**src/rtl/musa_mem_pkg.sv**
```systemverilog
`default_nettype none
// ============================================================================
//  Module      : musa_mem_pkg
//  Description : Shared definitions for the load/store controller in front of
//                the MEM_WB data RAM: access-size encodings, controller state
//                enum and byte-lane helper functions.
//  Ports       : none (package)
//  Revision    : 1.0 - initial release
// ============================================================================
package musa_mem_pkg;

    // req_size encodings
    localparam logic [1:0] SZ_BYTE = 2'b00;
    localparam logic [1:0] SZ_HALF = 2'b01;
    localparam logic [1:0] SZ_WORD = 2'b10;
    localparam logic [1:0] SZ_ILL  = 2'b11;

    typedef enum logic [2:0] {
        ST_IDLE = 3'd0,
        ST_RD   = 3'd1,
        ST_WAIT = 3'd2,
        ST_WR   = 3'd3,
        ST_RESP = 3'd4
    } state_e;

    // Bit position of the selected lane inside the 32-bit word (little-endian).
    function automatic logic [4:0] lane_shift(input logic [1:0] offset,
                                              input logic [1:0] size);
        case (size)
            SZ_BYTE: lane_shift = {offset, 3'b000};
            SZ_HALF: lane_shift = {offset[1], 4'b0000};
            default: lane_shift = 5'd0;
        endcase
    endfunction

    // Right-justified mask covering one lane of the given size.
    function automatic logic [31:0] lane_mask(input logic [1:0] size);
        case (size)
            SZ_BYTE: lane_mask = 32'h0000_00FF;
            SZ_HALF: lane_mask = 32'h0000_FFFF;
            default: lane_mask = 32'hFFFF_FFFF;
        endcase
    endfunction

endpackage
`default_nettype wire

```
**src/rtl/mem_lane_align.sv**
```systemverilog
`default_nettype none
// ============================================================================
//  Module      : mem_lane_align
//  Description : Combinational byte-lane alignment. Extracts (and optionally
//                sign-extends) the addressed lane of a RAM word for loads, and
//                merges store data into the addressed lane for sub-word stores.
//  Ports       : i_word       - 32-bit word read from RAM
//                i_offset     - byte offset within the word (addr[1:0])
//                i_size       - access size encoding
//                i_is_signed  - sign-extend sub-word loads
//                i_wdata      - right-justified store data
//                o_load_data  - extracted load result
//                o_store_word - i_word with the addressed lane replaced
//  Revision    : 1.0 - initial release
// ============================================================================
module mem_lane_align
    import musa_mem_pkg::*;
(
    input  logic [31:0] i_word,
    input  logic [1:0]  i_offset,
    input  logic [1:0]  i_size,
    input  logic        i_is_signed,
    input  logic [31:0] i_wdata,
    output logic [31:0] o_load_data,
    output logic [31:0] o_store_word
);

    logic [4:0]  w_shamt;
    logic [31:0] w_mask;
    logic [31:0] w_lane;
    logic [31:0] w_place_mask;
    logic        w_sign_bit;

    always_comb begin
        w_shamt      = lane_shift(i_offset, i_size);
        w_mask       = lane_mask(i_size);
        w_lane       = (i_word >> w_shamt) & w_mask;
        w_sign_bit   = (i_size == SZ_BYTE) ? w_lane[7] : w_lane[15];

        o_load_data  = w_lane;
        // Full words carry no extension bits (~w_mask is zero), so the size
        // test only keeps the intent obvious.
        if (i_is_signed && (i_size != SZ_WORD) && w_sign_bit) begin
            o_load_data = w_lane | ~w_mask;
        end

        w_place_mask = w_mask << w_shamt;
        o_store_word = (i_word & ~w_place_mask) | ((i_wdata << w_shamt) & w_place_mask);
    end

endmodule
`default_nettype wire

```
**src/rtl/mem_access_ctrl.sv**
```systemverilog
`default_nettype none
// ============================================================================
//  Module      : mem_access_ctrl
//  Description : Load/store controller between the EX/MEM pipeline register
//                and the word-addressed MEM_WB data RAM. Validates requests,
//                issues RAM reads/writes, performs read-modify-write for
//                sub-word stores and returns aligned load data with its tag.
//  Ports       : clk, rst_n               - clock, async active-low reset
//                req_*                    - byte-addressed request from core
//                busy                     - stall to core (state != IDLE)
//                wb_valid/wb_data/wb_rd   - load writeback
//                done/err                 - completion / error pulses
//                mem_*                    - RAM nd/rdy/we/addr/din/dout port
//  Revision    : 1.0 - initial release
// ============================================================================
module mem_access_ctrl
    import musa_mem_pkg::*;
#(
    parameter int ADDR_W  = 11,
    parameter int TIMEOUT = 15
) (
    input  logic              clk,
    input  logic              rst_n,
    input  logic              req_valid,
    input  logic              req_we,
    input  logic [1:0]        req_size,
    input  logic              req_signed,
    input  logic [31:0]       req_addr,
    input  logic [31:0]       req_wdata,
    input  logic [4:0]        req_rd,
    output logic              busy,
    output logic              wb_valid,
    output logic [31:0]       wb_data,
    output logic [4:0]        wb_rd,
    output logic              done,
    output logic              err,
    output logic [ADDR_W-1:0] mem_addr,
    output logic [31:0]       mem_din,
    input  logic [31:0]       mem_dout,
    output logic              mem_nd,
    input  logic              mem_rdy,
    output logic              mem_we
);

    localparam logic [7:0] C_TIMEOUT = 8'(TIMEOUT);

    state_e              state_q,    state_d;
    logic                we_q,       we_d;
    logic [1:0]          size_q,     size_d;
    logic                signed_q,   signed_d;
    logic [ADDR_W+1:0]   addr_q,     addr_d;
    logic [31:0]         wdata_q,    wdata_d;
    logic [4:0]          rd_q,       rd_d;
    logic [7:0]          cnt_q,      cnt_d;
    logic                wb_valid_q, wb_valid_d;
    logic [31:0]         wb_data_q,  wb_data_d;
    logic [4:0]          wb_rd_q,    wb_rd_d;
    logic                done_q,     done_d;
    logic                err_q,      err_d;
    logic                mem_nd_q,   mem_nd_d;
    logic                mem_we_q,   mem_we_d;
    logic [31:0]         mem_din_q,  mem_din_d;

    logic                w_misaligned;
    logic                w_out_of_range;
    logic                w_bad_req;
    logic [7:0]          w_cnt_inc;
    logic [31:0]         w_load_data;
    logic [31:0]         w_store_word;

    // Alignment always works on the latched request and the live RAM output;
    // its results are only consumed in WAIT when mem_rdy is high.
    mem_lane_align u_align (
        .i_word       (mem_dout),
        .i_offset     (addr_q[1:0]),
        .i_size       (size_q),
        .i_is_signed  (signed_q),
        .i_wdata      (wdata_q),
        .o_load_data  (w_load_data),
        .o_store_word (w_store_word)
    );

    always_comb begin
        w_misaligned   = ((req_size == SZ_HALF) && req_addr[0]) ||
                         ((req_size == SZ_WORD) && (req_addr[1:0] != 2'b00));
        w_out_of_range = (req_addr[31:ADDR_W+2] != '0);
        w_bad_req      = (req_size == SZ_ILL) || w_misaligned || w_out_of_range;
        w_cnt_inc      = cnt_q + 8'd1;
    end

    always_comb begin
        // Hold registers by default; strobes default low so they pulse once.
        state_d    = state_q;
        we_d       = we_q;
        size_d     = size_q;
        signed_d   = signed_q;
        addr_d     = addr_q;
        wdata_d    = wdata_q;
        rd_d       = rd_q;
        cnt_d      = cnt_q;
        wb_data_d  = wb_data_q;
        wb_rd_d    = wb_rd_q;
        mem_din_d  = mem_din_q;
        wb_valid_d = 1'b0;
        done_d     = 1'b0;
        err_d      = 1'b0;
        mem_nd_d   = 1'b0;
        mem_we_d   = 1'b0;

        case (state_q)
            ST_IDLE: begin
                if (req_valid) begin
                    we_d     = req_we;
                    size_d   = req_size;
                    signed_d = req_signed;
                    addr_d   = req_addr[ADDR_W+1:0];
                    wdata_d  = req_wdata;
                    rd_d     = req_rd;
                    if (w_bad_req) begin
                        err_d  = 1'b1;
                        done_d = 1'b1;
                    end else if (req_we && (req_size == SZ_WORD)) begin
                        // Full-word stores need no read, go straight to write.
                        mem_din_d = req_wdata;
                        mem_we_d  = 1'b1;
                        state_d   = ST_WR;
                    end else begin
                        mem_nd_d  = 1'b1;
                        state_d   = ST_RD;
                    end
                end
            end

            ST_RD: begin
                cnt_d   = 8'd0;
                state_d = ST_WAIT;
            end

            ST_WAIT: begin
                if (mem_rdy) begin
                    if (we_q) begin
                        mem_din_d = w_store_word;
                        mem_we_d  = 1'b1;
                        state_d   = ST_WR;
                    end else begin
                        wb_data_d  = w_load_data;
                        wb_rd_d    = rd_q;
                        wb_valid_d = 1'b1;
                        done_d     = 1'b1;
                        state_d    = ST_RESP;
                    end
                end else begin
                    cnt_d = w_cnt_inc;
                    if (w_cnt_inc == C_TIMEOUT) begin
                        err_d   = 1'b1;
                        done_d  = 1'b1;
                        state_d = ST_IDLE;
                    end
                end
            end

            ST_WR: begin
                done_d  = 1'b1;
                state_d = ST_IDLE;
            end

            ST_RESP: begin
                state_d = ST_IDLE;
            end

            default: begin
                state_d = ST_IDLE;
            end
        endcase
    end

    always_ff @(posedge clk or negedge rst_n) begin
        if (!rst_n) begin
            state_q    <= ST_IDLE;
            we_q       <= 1'b0;
            size_q     <= 2'b00;
            signed_q   <= 1'b0;
            addr_q     <= '0;
            wdata_q    <= 32'd0;
            rd_q       <= 5'd0;
            cnt_q      <= 8'd0;
            wb_valid_q <= 1'b0;
            wb_data_q  <= 32'd0;
            wb_rd_q    <= 5'd0;
            done_q     <= 1'b0;
            err_q      <= 1'b0;
            mem_nd_q   <= 1'b0;
            mem_we_q   <= 1'b0;
            mem_din_q  <= 32'd0;
        end else begin
            state_q    <= state_d;
            we_q       <= we_d;
            size_q     <= size_d;
            signed_q   <= signed_d;
            addr_q     <= addr_d;
            wdata_q    <= wdata_d;
            rd_q       <= rd_d;
            cnt_q      <= cnt_d;
            wb_valid_q <= wb_valid_d;
            wb_data_q  <= wb_data_d;
            wb_rd_q    <= wb_rd_d;
            done_q     <= done_d;
            err_q      <= err_d;
            mem_nd_q   <= mem_nd_d;
            mem_we_q   <= mem_we_d;
            mem_din_q  <= mem_din_d;
        end
    end

    assign busy     = (state_q != ST_IDLE);
    assign wb_valid = wb_valid_q;
    assign wb_data  = wb_data_q;
    assign wb_rd    = wb_rd_q;
    assign done     = done_q;
    assign err      = err_q;
    assign mem_addr = addr_q[ADDR_W+1:2];
    assign mem_din  = mem_din_q;
    assign mem_nd   = mem_nd_q;
    assign mem_we   = mem_we_q;

endmodule
`default_nettype wire

```
**config.mk**
```make
export PLATFORM = sky130hd
export DESIGN_NAME = mem_access_ctrl
export DESIGN_NICKNAME = d
export VERILOG_FILES = /design/src/rtl/musa_mem_pkg.sv /design/src/rtl/mem_lane_align.sv /design/src/rtl/mem_access_ctrl.sv
export SDC_FILE = /design/constraint.sdc
export NUM_CORES = 1
export LEC_CHECK = 0
export CORE_UTILIZATION = 44
export CTS_BUF_LIST = sky130_fd_sc_hd__clkbuf_4 sky130_fd_sc_hd__clkbuf_8
export DETAILED_ROUTE_END_ITERATION = 8
export GPL_ROUTABILITY_DRIVEN = 1
export PLACE_DENSITY = 0.74
export SLEW_MARGIN = 20
export SYNTH_ARGS = -nofsm -noshare
export SYNTH_HDL_FRONTEND = slang
export SYNTH_SLANG_ARGS = --single-unit
```
**constraint.sdc**
```tcl
create_clock -name clk -period 2.7 [get_ports clk]
set_input_delay 0.405 -clock clk [delete_from_list [all_inputs] [get_ports clk]]
set_output_delay 0.405 -clock clk [all_outputs]
set_load 0.02 [all_outputs]
```
# After elaboration in Yosys (flattened, before gate mapping)
# Cells that the tools add are included.
[op_classes]
reduce_logical = 20
add_sub_neg = 1
eq_ne = 16
mux = 39
n_bitwise = 8
n_shift = 3
[op_table]
columns = ["operator", "n"]
rows = [
  ["$mux W32", 6],
  ["$pmux W32 S2", 2],
  ["$and A32 B32 Y32", 3],
  ["$not A32 Y32", 2],
  ["$or A32 B32 Y32", 2],
  ["$shl A32 B5 Y32", 2],
  ["$shr A32 B5 Y32", 1],
  ["$reduce_bool A19 Y1", 1],
  ["$mux W1", 18],
  ["$pmux W8 S2", 1],
  ["$mux W3", 5],
  ["$ne A2 B2 Y1 const B", 7],
  ["$pmux W5 S2", 1],
  ["$pmux W3 S3", 1],
  ["$add A8 B1 Y8 const B", 1],
  ["$eq A8 B4 Y1 const B", 1],
  ["$mux W8", 1],
  ["$eq A3 B2 Y1 const B", 2],
  ["$reduce_and A3 Y1", 2],
  ["$reduce_and A6 Y1", 1],
  ["$reduce_bool A2 Y1", 3],
  ["$logic_and A1 B1 Y1", 5],
  ["$eq A2 B1 Y1 const B", 2],
  ["$eq A2 B2 Y1 const B", 2],
  ["other kinds (11)", 15],
]
[word_totals]
output_inout_bits = 86
register_bits = 139

# Longest topological paths before layout
# Gate-level depths: netlist of run 1.
[logic_depth]
ltp_word = 9
depth_mapped = 8
mapped_depth_nobuf = 6

# Cells and area by module
# From an unflattened synthesis of run 1, not the netlist that was laid out.
[unflattened]
cells_unflattened = 615
hier_area_um2 = 7576.0
[by_module_without_submodules]
columns = ["mod", "cells_each", "area_each_um2", "instances"]
rows = [
  ["mem_access_ctrl", 402, 6034.5, 1],
  ["mem_lane_align", 213, 1541.5, 1],
]

# Worst setup path after synthesis of run 1
# No wires, ideal clock.
[synth_timing]
kind = "register to register"
startpoint = "register size_q[1]"
endpoint = "register mem_din_q[27] (netlist: mem_din[27])"
stages_incl_launch_ff = 8
period_less_slack_ns = 1.990
required_ns = 2.575
n_path_buf = 2
path_slack_ns = 0.710
arrival_ns = 1.865
cell_sequence = "dfrtp_1 -> buf_2 -> nor3b_4 -> buf_6 -> mux4_2 -> nand2_1 -> a31oi_1 -> mux2_2"
[synth_via]
elab_chain_cells = 9
[synth_rtl]
columns = ["item", "line", "text"]
rows = [
  ["start: declaration", "mem_access_ctrl.sv:49", "logic [1:0] size_q, size_d;"],
  ["start signal: assignment", "mem_access_ctrl.sv:198", "size_q <= size_d;"],
  ["$eq A2 B1 Y1 or $logic_not A2 Y1 (tied branches)", "musa_mem_pkg.sv:29, musa_mem_pkg.sv:38", ""],
  ["$pmux W32 S2 or $pmux W5 S2 (tied branches)", "musa_mem_pkg.sv:38, musa_mem_pkg.sv:29", ""],
  ["$shl A32 B5 Y32", "mem_lane_align.sv:47", "w_place_mask = w_mask << w_shamt;"],
  ["$not A32 Y32", "mem_lane_align.sv:48", "o_store_word = (i_word & ~w_place_mask) | ((i_wdata << w_shamt) & w_place_mask);"],
  ["$and A32 B32 Y32", "mem_lane_align.sv:48", ""],
  ["$or A32 B32 Y32 (*)", "mem_lane_align.sv:48", ""],
  ["$mux W32 (*)", "mem_access_ctrl.sv:141", "if (we_q) begin"],
  ["$mux W32 (*)", "mem_access_ctrl.sv:140", "if (mem_rdy) begin"],
  ["$pmux W32 S2 (*)", "mem_access_ctrl.sv:110", "case (state_q)"],
  ["end signal: assignment", "mem_access_ctrl.sv:211", "mem_din_q <= mem_din_d;"],
  ["end: declaration", "mem_access_ctrl.sv:62", "logic [31:0] mem_din_q, mem_din_d;"],
]
# Every way passes the cells marked *; elsewhere a longest branch is shown, timed or not. The select of a mux whose other input is x is not followed.
# A chain may end at the register's enable or synchronous reset.

# Worst setup path after layout of run 1
[layout_timing]
startpoint = "register size_q[1]"
endpoint = "register wb_data_q[30] (netlist: wb_data[30])"
[layout_via]
elab_chain_cells = 7
[layout_rtl]
columns = ["item", "line", "text"]
rows = [
  ["$eq A2 B1 Y1 or $logic_not A2 Y1 (tied branches)", "musa_mem_pkg.sv:29, musa_mem_pkg.sv:38, mem_lane_align.sv:38", ""],
  ["$pmux W5 S2", "musa_mem_pkg.sv:29", "case (size)"],
  ["$shr A32 B5 Y32", "mem_lane_align.sv:37", "w_lane = (i_word >> w_shamt) & w_mask;"],
  ["$and A32 B32 Y32", "mem_lane_align.sv:37", ""],
  ["$mux W1", "mem_lane_align.sv:38", "w_sign_bit = (i_size == SZ_BYTE) ? w_lane[7] : w_lane[15];"],
  ["$logic_and A1 B1 Y1", "mem_lane_align.sv:43", "if (i_is_signed && (i_size != SZ_WORD) && w_sign_bit) begin"],
  ["$mux W32 (*)", "mem_lane_align.sv:43", ""],
  ["end signal: assignment", "mem_access_ctrl.sv:205", "wb_data_q <= wb_data_d;"],
  ["end: declaration", "mem_access_ctrl.sv:56", "logic [31:0] wb_data_q, wb_data_d;"],
]
# Every way passes the cells marked *; elsewhere a longest branch is shown, timed or not.

==> results of run 1 <==
[where the power goes]
part | internal (uW) | total [uW] | switching [uW]
combinational | 1450 | 2900 | 1450
clock | 1060 | 1840 | 779
sequential | 2570 | 2950 | 376
[final cells by class]
cell class / count / area share [%]
inverter: 10 / 0.385
sequential: 139 / 35.7
multi-input combinational: 479 / 34.6
timing repair buffer: 216 / 22.0
clock buffer: 25 / 3.34
clock inverter: 7 / 1.13
tap: 216 / 2.77
[cell families (layout without fill, tap and decap cells)]
group,Yosys count,after routing,share of synthesized area [%]
buffers and inverters,62,258,4.62
XOR/XNOR,2,2,0.244
flip-flops,139,139,48.5
AO/OA/AOI/OAI,127,127,10.9
adder cells (fa/ha/maj),2,2,0.349
AND/OR/NAND/NOR,232,232,14.9
multiplexers,116,116,20.4
[registers in the layout, summed over array words and instances (netlist names)]
register,flops
wb_valid,1
signed_q,1
err,1
mem_din,32
we_q,1
state_q,3
size_q,2
done,1
rd_q,5
mem_we,1
wdata_q,32
wb_data,32
addr_q,13
mem_nd,1
wb_rd,5
cnt_q,8
[placed cells by master (no fill, tap or decap), types with 9 or more instances in the layout]
cell and n:
a21oi_1 29, a31oi_1 9, buf_4 18, clkbuf_8 22, clkdlybuf4s50_1 193, dfrtp_1 139, inv_1 10, mux2_1 9
mux2_2 74, mux2i_1 18, mux4_2 12, nand2_1 106, nand3_1 20, nand4_1 18, nor2_1 44, nor2b_1 12
o21ai_0 48
[worst max-delay path, delay by kind of cell, from the launching register on]
family	cells	cell delay, ns
simple gates	3	1.06
compound gates	2	0.35
flops	1	0.52
buf+inv	2	0.42
[layer usage]
layer  global-route usage (%)  share of wire (%)  wire length, microns
met5                        0                  0                     0
met2                     40.0                 47                  9790
met1                     34.3                 43                  8910
met4                     11.8                3.0                   620
met3                     6.40                7.8                  1630
[stage by stage]
step,total power (uW),setup slack [ns],hold slack [ns],area [sq um]
global route,8110,0.0955,0.489,9750
floorplan,4580,0.710,0.109,7170
CTS,7720,0.295,0.473,9750
finish,7690,0.273,0.472,9750
detailed placement,5870,0.273,0.450,9300
global placement,5820,0.296,0.444,9300
[worst min-delay path by stage]
stage	from	to	slack (ns)	cells after the start
global placement	rd_q[0]	wb_rd[0]	0.44	2
global route	rd_q[4]	wb_rd[4]	0.49	2
detailed placement	rst_n	wdata_q[25]	0.45	1
CTS	rd_q[4]	wb_rd[4]	0.47	2
floorplan	rst_n	addr_q[0]	0.11	0
finish	rd_q[4]	wb_rd[4]	0.47	2
==> flow_metrics.py, run 1 <==
metrics = {
    "logic_synthesis": {
        "synth_top_area_share_pct": 48.5,
        "synth_area_leaders": "dfrtp_1 (49%), mux2_2 (12%), nand2_1 (5.5%)",
        "ys.flop_type": "dfrtp_1",
        "synth_nets": 791,
        "ys_ff_latch": 139,
        "synthTopCellsByCount": "dfrtp_1 (139), nand2_1 (106), mux2_2 (74), o21ai_0 (48), nor2_1 (44)",
        "synth_area_per_cell_sq_um": 10.5,
        "synth_top_area_cell": "dfrtp_1",
        "syn-instance-count": 680,
        "yosysUniqueCellTypes": 50,
        "yosys_warnings": 0,
        "synth-edff-count": 0,
        "ys_async_sr_fraction_pct": 100,
        "synth.cell_area_sq_mm": 0.00717,
        "yosysMostFrequentCell": "dfrtp_1",
        "yosysSeqAreaShare_pct": 48.5,
    },
    "layout": {
        "drive_above_1_share_pct": 16.9,
        "fill_cells": 1340,
        "num_antenna_cells": 0,
        "syn_to_final_growth_pct": 35.9,
        "fin_nets": 974,
        "seq_area_sq_mm": 0.00348,
        "layout.cells.non_filler": 1092,
        "utilization_pct": 61.4,
        "multi_input_area_sq_mm": 0.00338,
    },
    "die": {
        "row_count": 46,
        "fp.dieW_microns": 130,
        "start_util_pct": 45.1,
        "core_area_sq_mm": 0.0159,
        "top_level_ports": 195,
        "dieArea_sq_mm": 0.0168,
        "fp.dieH_microns": 130,
    },
    "sta": {
        "layout_min_cycle_time_ns": 2.43,
        "max_slew_margin_pct": 57.6,
        "timing.fmax_mhz": 412,
        "finalCritPeriodShare_pct": 89.9,
        "finClkSkew_ns": 0.0135,
        "slew_viol_final": 0,
        "grt_setup_unrepaired": "no",
        "hold_viol": 0,
        "setup_tns_ns": 0,
        "worst_pin_slew_ns": 0.635,
        "setup_viol": 0,
    },
    "global_route": {
        "overflow": 0,
        "antenna_found_initial": 0,
        "grt_pass1_wl_microns": 32100,
        "grt_pass1_vias": 5861,
        "grt_start_max_net_pins": 67,
        "grt.total_usage_pct": 25.8,
    },
    "drt": {
        "firstDrtPassIters": 6,
        "drc": 0,
        "ant_nets": 0,
        "drt-initial-drc-count": 557,
        "post_drt_via_cell_ratio": 5.62,
        "wirelength_microns": 20900,
        "vias": 6137,
        "wl_per_cell_microns": 19.2,
    },
    "status": {
        "status": "completed",
    },
    "setup_path": {
        "crit_type": "register to register",
        "start_kind": "register",
        "endpoint_kind": "register",
        "max_stage_delay_ns": 0.52,
        "cpMostUsedCell": "buf_4",
        "reg2reg_from": "size_q[1]",
        "r2r.worst_path.cells": 7,
        "r2r_end": "wb_data[30]",
        "startpoint": "size_q[1]",
        "slowest_stage": "dfrtp_1",
        "cp_max_fo": 21,
        "worstPathCellList": "buf_4 > buf_4 > nor4bb_1 > a21oi_1 > o221ai_1 > nand3_1 > nand4_1",
        "arrival_ns": 2.80,
        "cp.required_ns": 3.08,
        "reg2reg_setup_slack_ns": 0.27,
        "cp-endpoint": "wb_data[30]",
    },
    "placement": {
        "io_buffers": 194,
        "dp_hpwl_microns": 15400,
        "post-place-cells": 1059,
        "place_congestion": 0.905,
    },
    "power_and_ir_drop": {
        "vdd_drop_max_mv": 0.412,
        "p_per_area_mw_per_mm2": 789,
        "p_leak_uw": 0.00428,
    },
    "worst_hold_path": {
        "worstHoldPathType": "register to register",
    },
    "clock_tree": {
        "cts_buffers": 17,
        "clock_latency_ns": 0.46,
        "cts_tree": "built",
        "clock_path_buffers": 2,
        "hold_buffers": 1,
        "path_clk_slew_ns": 0.07,
        "root_buffer": "clkbuf_8",
        "htree_levels": 4,
        "post_cts_buffers": 0,
        "cts_resized": 0,
        "cts_sinks": 139,
    },
    "flow_run": {
        "maxCapViolations": 0,
    },
}
(Power assumes the default switching activity.)
==> run 2: changes to the inputs <==
==> constraint.sdc (replaced) <==
create_clock -name clk -period 2.6 [get_ports clk]
set_input_delay 0.39 -clock clk [delete_from_list [all_inputs] [get_ports clk]]
set_output_delay 0.39 -clock clk [all_outputs]
set_load 0.02 [all_outputs]
==> run 2 against run 1 <==
  * Cell count is essentially flat
  * Sequential power increased by 3%
  * Clock-buffer cell count fell by 6
  * Worst hold slack got worse by 0.035 ns
  * Critical path depth is 4 lower
  * Global-route usage shrank 0.47 points
  * Routed wire length decreased by 1.4%
  * Sequential share of layout area up 0.087 points
  * Register-to-register slack better by 0.20 ns
  * Critical endpoint is now busy
==> flow_metrics.py, run 2 (synthesis gave the netlist of run 1 again) <==
metrics = {
    "clock_tree": {
        "clock_latency_ns": 0.45,
        "htree_levels": 4,
        "post_cts_buffers": 0,
        "cts_sinks": 139,
        "root_buffer": "clkbuf_8",
        "clock_path_buffers": 2,
        "cts_resized": 0,
        "cts_tree": "built",
        "path_clk_slew_ns": 0.08,
        "cts_buffers": 17,
        "hold_buffers": 1,
    },
    "power_and_ir_drop": {
        "power_frac_seq_pct": 39.1,
        "power.internal_uw": 5000,
        "combPwrFrac_pct": 39.3,
        "vdd_drop_max_mv": 0.460,
        "p_clk_share_pct": 21.6,
        "p_per_area_mw_per_mm2": 798,
        "power_switching_uw": 2760,
        "p_leak_uw": 0.00425,
        "finalPower_uw": 7760,
        "switching_share_pct": 35.5,
    },
    "global_route": {
        "antenna_found_initial": 0,
        "grt_start_max_net_pins": 67,
        "grt_pass1_vias": 5950,
        "grt_pass1_wl_microns": 31900,
        "overflow": 0,
        "grt.total_usage_pct": 25.4,
    },
    "layout": {
        "final_common_cell": "clkdlybuf4s50_1",
        "fin_nets": 975,
        "layout_common_cells": "clkdlybuf4s50_1 (193), dfrtp_1 (139), nand2_1 (106)",
        "fill_cells": 1370,
        "num_antenna_cells": 0,
        "drive_above_1_share_pct": 17.0,
        "layout.cells.non_filler": 1093,
        "syn_to_final_growth_pct": 35.6,
    },
    "worst_hold_path": {
        "worstHoldPathType": "input port to async pin",
    },
    "setup_path": {
        "r2r_end": "mem_din[24]",
        "reg2reg_from": "addr_q[0]",
        "r2r.worst_path.cells": 6,
        "arrival_ns": 1.80,
        "crit_type": "register to primary output",
        "cp_max_fo": 7,
        "startpoint": "state_q[2]",
        "endpoint_kind": "primary output",
        "cp-endpoint": "busy",
        "cp.required_ns": 2.21,
        "start_kind": "register",
        "reg2reg_setup_slack_ns": 0.47,
    },
    "sta": {
        "setup_tns_ns": 0,
        "finClkSkew_ns": 0.00913,
        "finalCritPeriodShare_pct": 84.2,
        "timing.fmax_mhz": 457,
        "max_slew_margin_pct": 63.2,
        "setup_viol": 0,
        "worst_pin_slew_ns": 0.547,
        "slew_viol_final": 0,
        "layout_min_cycle_time_ns": 2.19,
        "grt_setup_unrepaired": "no",
        "setup_slack_ns": 0.411,
        "hold_viol": 0,
        "holdWs_ns": 0.437,
    },
    "placement": {
        "dp_hpwl_microns": 15300,
        "io_buffers": 194,
        "place_congestion": 0.929,
        "post-place-ws_ns": 0.156,
        "post-place-cells": 1060,
    },
    "die": {
        "dieArea_sq_mm": 0.0168,
        "fp.dieW_microns": 130,
        "core_area_sq_mm": 0.0159,
        "fp.dieH_microns": 130,
        "row_count": 46,
        "top_level_ports": 195,
        "start_util_pct": 45.1,
    },
    "status": {
        "status": "completed",
    },
    "drt": {
        "firstDrtPassIters": 5,
        "drt-initial-drc-count": 538,
        "ant_nets": 0,
        "post_drt_via_cell_ratio": 5.59,
        "wl_per_cell_microns": 18.9,
        "vias": 6112,
        "drc": 0,
        "wirelength_microns": 20600,
    },
    "flow_run": {
        "maxCapViolations": 0,
    },
}
-- run 2: cell count changes in the layout (fill, tap and decap cells not counted), sizes merged --
cell and delta:
clkbuf -6, clkinvlp +5, bufinv -2, inv +2, buf +1, clkinv +1
-- run 2: per-layer routing --
metal | wire length, microns | up-vias | GRT usage (%)
li1 | - | 2799 | -
met1 | 8600 | 2997 | 32.9
met2 | 9890 | 271 | 40.9
met3 | 1540 | 45 | 5.70
met4 | 607 | 0 | 10.9
met5 | 0 | - | 0
-- run 2: critical path, stage by stage (launching register included) --
cell and delay (ns):
dfrtp_1 0.53, nor2_1 0.12, nand2_1 0.09, clkdlybuf4s50_1 0.61
-- run 2: metrics by stage --
step                util, %  area, sq um
floorplan                 -         7170
global placement       58.8         9330
detailed placement     58.8         9330
CTS                    61.2         9720
global route           61.2         9720
finish                 61.2         9720
-- run 2: area by class of cell --
cell class                      instances  area, sq um  share of cell area (%)
Sequential cell                       139         3480                    35.8
Clock buffer                           19          262                    2.69
Clock inverter                         13          118                    1.21
Inverter                               10         37.5                   0.386
Timing Repair Buffer                  217         2180                    22.4
Multi-Input combinational cell        479         3380                    34.7
Tap cell                              216          270                    2.78
-- run 2: worst min-delay path by stage --
stage / start / end / slack (ns) / cells after the start
2_1_floorplan: rst_n / addr_q[0] / 0.09 / 0
3_3_place_gp: rst_n / mem_din[24] / 0.37 / 1
3_5_place_dp: rst_n / mem_din[24] / 0.37 / 1
4_1_cts: rst_n / mem_din[24] / 0.44 / 2
5_1_grt: rst_n / mem_din[24] / 0.47 / 2
6_report: rst_n / mem_din[24] / 0.44 / 2
-- run 2: power by group through the flow --
stage	sequential, uW	clock, uW	combinational, uW
after floorplan	3390	0	1360
after global placement	3050	0	3010
after detailed placement	3080	0	3050
after CTS	3040	1710	3060
after global routing	3100	1810	3290
final	3030	1680	3050
==> run 3: changes to the inputs <==
--- a/config.mk
+++ b/config.mk
@@ -9,7 +9,7 @@
 export CTS_BUF_LIST = sky130_fd_sc_hd__clkbuf_4 sky130_fd_sc_hd__clkbuf_8
 export DETAILED_ROUTE_END_ITERATION = 8
 export GPL_ROUTABILITY_DRIVEN = 1
-export PLACE_DENSITY = 0.74
+export PLACE_DENSITY = 0.77
 export SLEW_MARGIN = 20
 export SYNTH_ARGS = -nofsm -noshare
 export SYNTH_HDL_FRONTEND = slang
==> constraint.sdc (replaced) <==
create_clock -name clk -period 2 [get_ports clk]
set_input_delay 0.3 -clock clk [delete_from_list [all_inputs] [get_ports clk]]
set_output_delay 0.3 -clock clk [all_outputs]
set_load 0.02 [all_outputs]
==> run 3 against run 2 <==
  * Sequential share of layout area decreased by 1.2 points
  * The run now ends with setup timing left
  * Critical path depth increased by 4
  * Largest power group unchanged
  * Utilization increased by 2.2 points
  * Non-clock buffer count increased by 28
  * Via count increased by 3.9%
  * Setup slack got worse by 0.42 ns
  * Critical endpoint is now mem_din[28]
==> flow_metrics.py, run 3 (synthesis gave the netlist of run 1 again) <==
metrics = {
    "power_and_ir_drop": {
        "p_leak_uw": 0.00445,
        "finalPower_uw": 10600,
        "vdd_drop_max_mv": 0.523,
        "p_per_area_mw_per_mm2": 1050,
    },
    "sta": {
        "layout_min_cycle_time_ns": 2.01,
        "setup_tns_ns": -0.0138,
        "grt_setup_unrepaired": "yes",
        "timing.fmax_mhz": 498,
        "setup_viol": 3,
        "finClkSkew_ns": 0.0139,
        "hold_viol": 0,
        "finalCritPeriodShare_pct": 100,
        "setup_slack_ns": -0.00751,
        "slew_viol_final": 0,
        "max_slew_margin_pct": 59.0,
        "worst_pin_slew_ns": 0.614,
    },
    "placement": {
        "dp_hpwl_microns": 16100,
        "placed_cell_area_sq_mm": 0.00955,
        "io_buffers": 194,
        "place_congestion": 0.941,
        "post-place-ws_ns": -0.277,
    },
    "drt": {
        "wl_per_cell_microns": 19.3,
        "post_drt_via_cell_ratio": 5.66,
        "firstDrtPassIters": 5,
        "vias": 6350,
        "wirelength_microns": 21700,
        "drt-initial-drc-count": 540,
        "ant_nets": 0,
        "drc": 0,
    },
    "clock_tree": {
        "cts_sinks": 139,
        "clock_latency_ns": 0.46,
        "cts_tree": "built",
        "cts_buffers": 17,
        "path_clk_slew_ns": 0.08,
        "clock_path_buffers": 2,
        "htree_levels": 4,
        "root_buffer": "clkbuf_8",
    },
    "layout": {
        "syn_to_final_growth_pct": 40.4,
        "fin_nets": 1003,
        "drive_above_1_share_pct": 20.1,
        "num_antenna_cells": 0,
        "final_common_cell": "clkdlybuf4s50_1",
        "utilization_pct": 63.4,
        "final_cell_area_sq_mm": 0.0101,
        "layout_common_cells": "clkdlybuf4s50_1 (192), dfrtp_1 (139), nand2_1 (106)",
    },
    "setup_path": {
        "cp.required_ns": 2.35,
        "reg2reg_setup_slack_ns": -0.008,
        "crit_type": "register to register",
        "start_kind": "register",
        "cp_max_fo": 17,
        "arrival_ns": 2.35,
        "reg2reg_from": "size_q[1]",
        "r2r.worst_path.cells": 7,
        "endpoint_kind": "register",
        "r2r_end": "mem_din[28]",
    },
    "flow_run": {
        "maxCapViolations": 0,
    },
    "die": {
        "core_area_sq_mm": 0.0159,
        "dieArea_sq_mm": 0.0168,
        "fp.dieH_microns": 130,
        "fp.dieW_microns": 130,
        "start_util_pct": 45.1,
        "top_level_ports": 195,
        "row_count": 46,
    },
    "worst_hold_path": {
        "worstHoldPathType": "input port to async pin",
    },
    "global_route": {
        "grt_pass1_vias": 6155,
        "grt.total_usage_pct": 26.6,
        "grt_start_max_net_pins": 59,
        "antenna_found_initial": 0,
        "overflow": 0,
        "grt_pass1_wl_microns": 33000,
    },
    "status": {
        "violations": "setup timing",
        "status": "finished, violations left",
    },
}
[run 3: area by class of cell]
type	instances	area, sq um
sequential	139	3480
clock buffer	19	255
inverter	10	37.5
clock inverter	13	166
multi-input combinational	479	3420
tap	216	270
timing repair buffer	245	2440
fill	1339	5820
[run 3: how the worst max path moves through the flow]
stage	startpoint	end	slack, ns	cells after the start
global placement	req_addr[25]	mem_din[23]	-0.18	7
CTS	size_q[0]	mem_din[11]	0.004	6
global route	size_q[1]	mem_din[3]	-0.08	6
finish	size_q[1]	mem_din[28]	-0.008	7
floorplan	size_q[1]	mem_din[27]	0.01	7
detailed placement	req_addr[25]	mem_din[22]	-0.28	7
[run 3: worst max-delay path, stage by stage, from the launching register on]
cell and delay [ns]:
dfrtp_1 0.41, buf_4 0.19, nor2b_1 0.19, buf_4 0.29
mux4_2 0.36, nand2_1 0.09, a31oi_1 0.09, mux2_2 0.27
[run 3: per-layer routing]
metal,GRT usage (%),wire [microns],vias up
li1,-,-,2863
met4,13.3,852,0
met1,33.6,8500,3065
met5,0,0,-
met2,42.7,10400,362
met3,6.44,1980,60
[run 3: where the power goes]
part	internal [uW]	total [uW]	switching (uW)	leakage, uW
registers	3470	3930	462	0.00175
clock network	1290	2440	1150	0.000206
logic	2100	4180	2080	0.00249
[run 3: per-stage QoR]
step,cells,hold WS (ns)
2_1_floorplan,680,0.00441
3_3_place_gp,1084,0.230
3_5_place_dp,1084,0.233
4_1_cts,1119,0.299
5_1_grt,1121,0.341
6_report,1121,0.307
[run 3: repair_timing]
| action | CTS | global route |
|---|---|---|
| pin swaps | 0 | 1 |
| endpoints found under the setup margin | 11 | 46 |
| setup buffers | 2 | 2 |
| endpoints found under the hold margin | 36 | 0 |
| hold buffers | 1 | 0 |
| resized for setup | 4 | 12 |
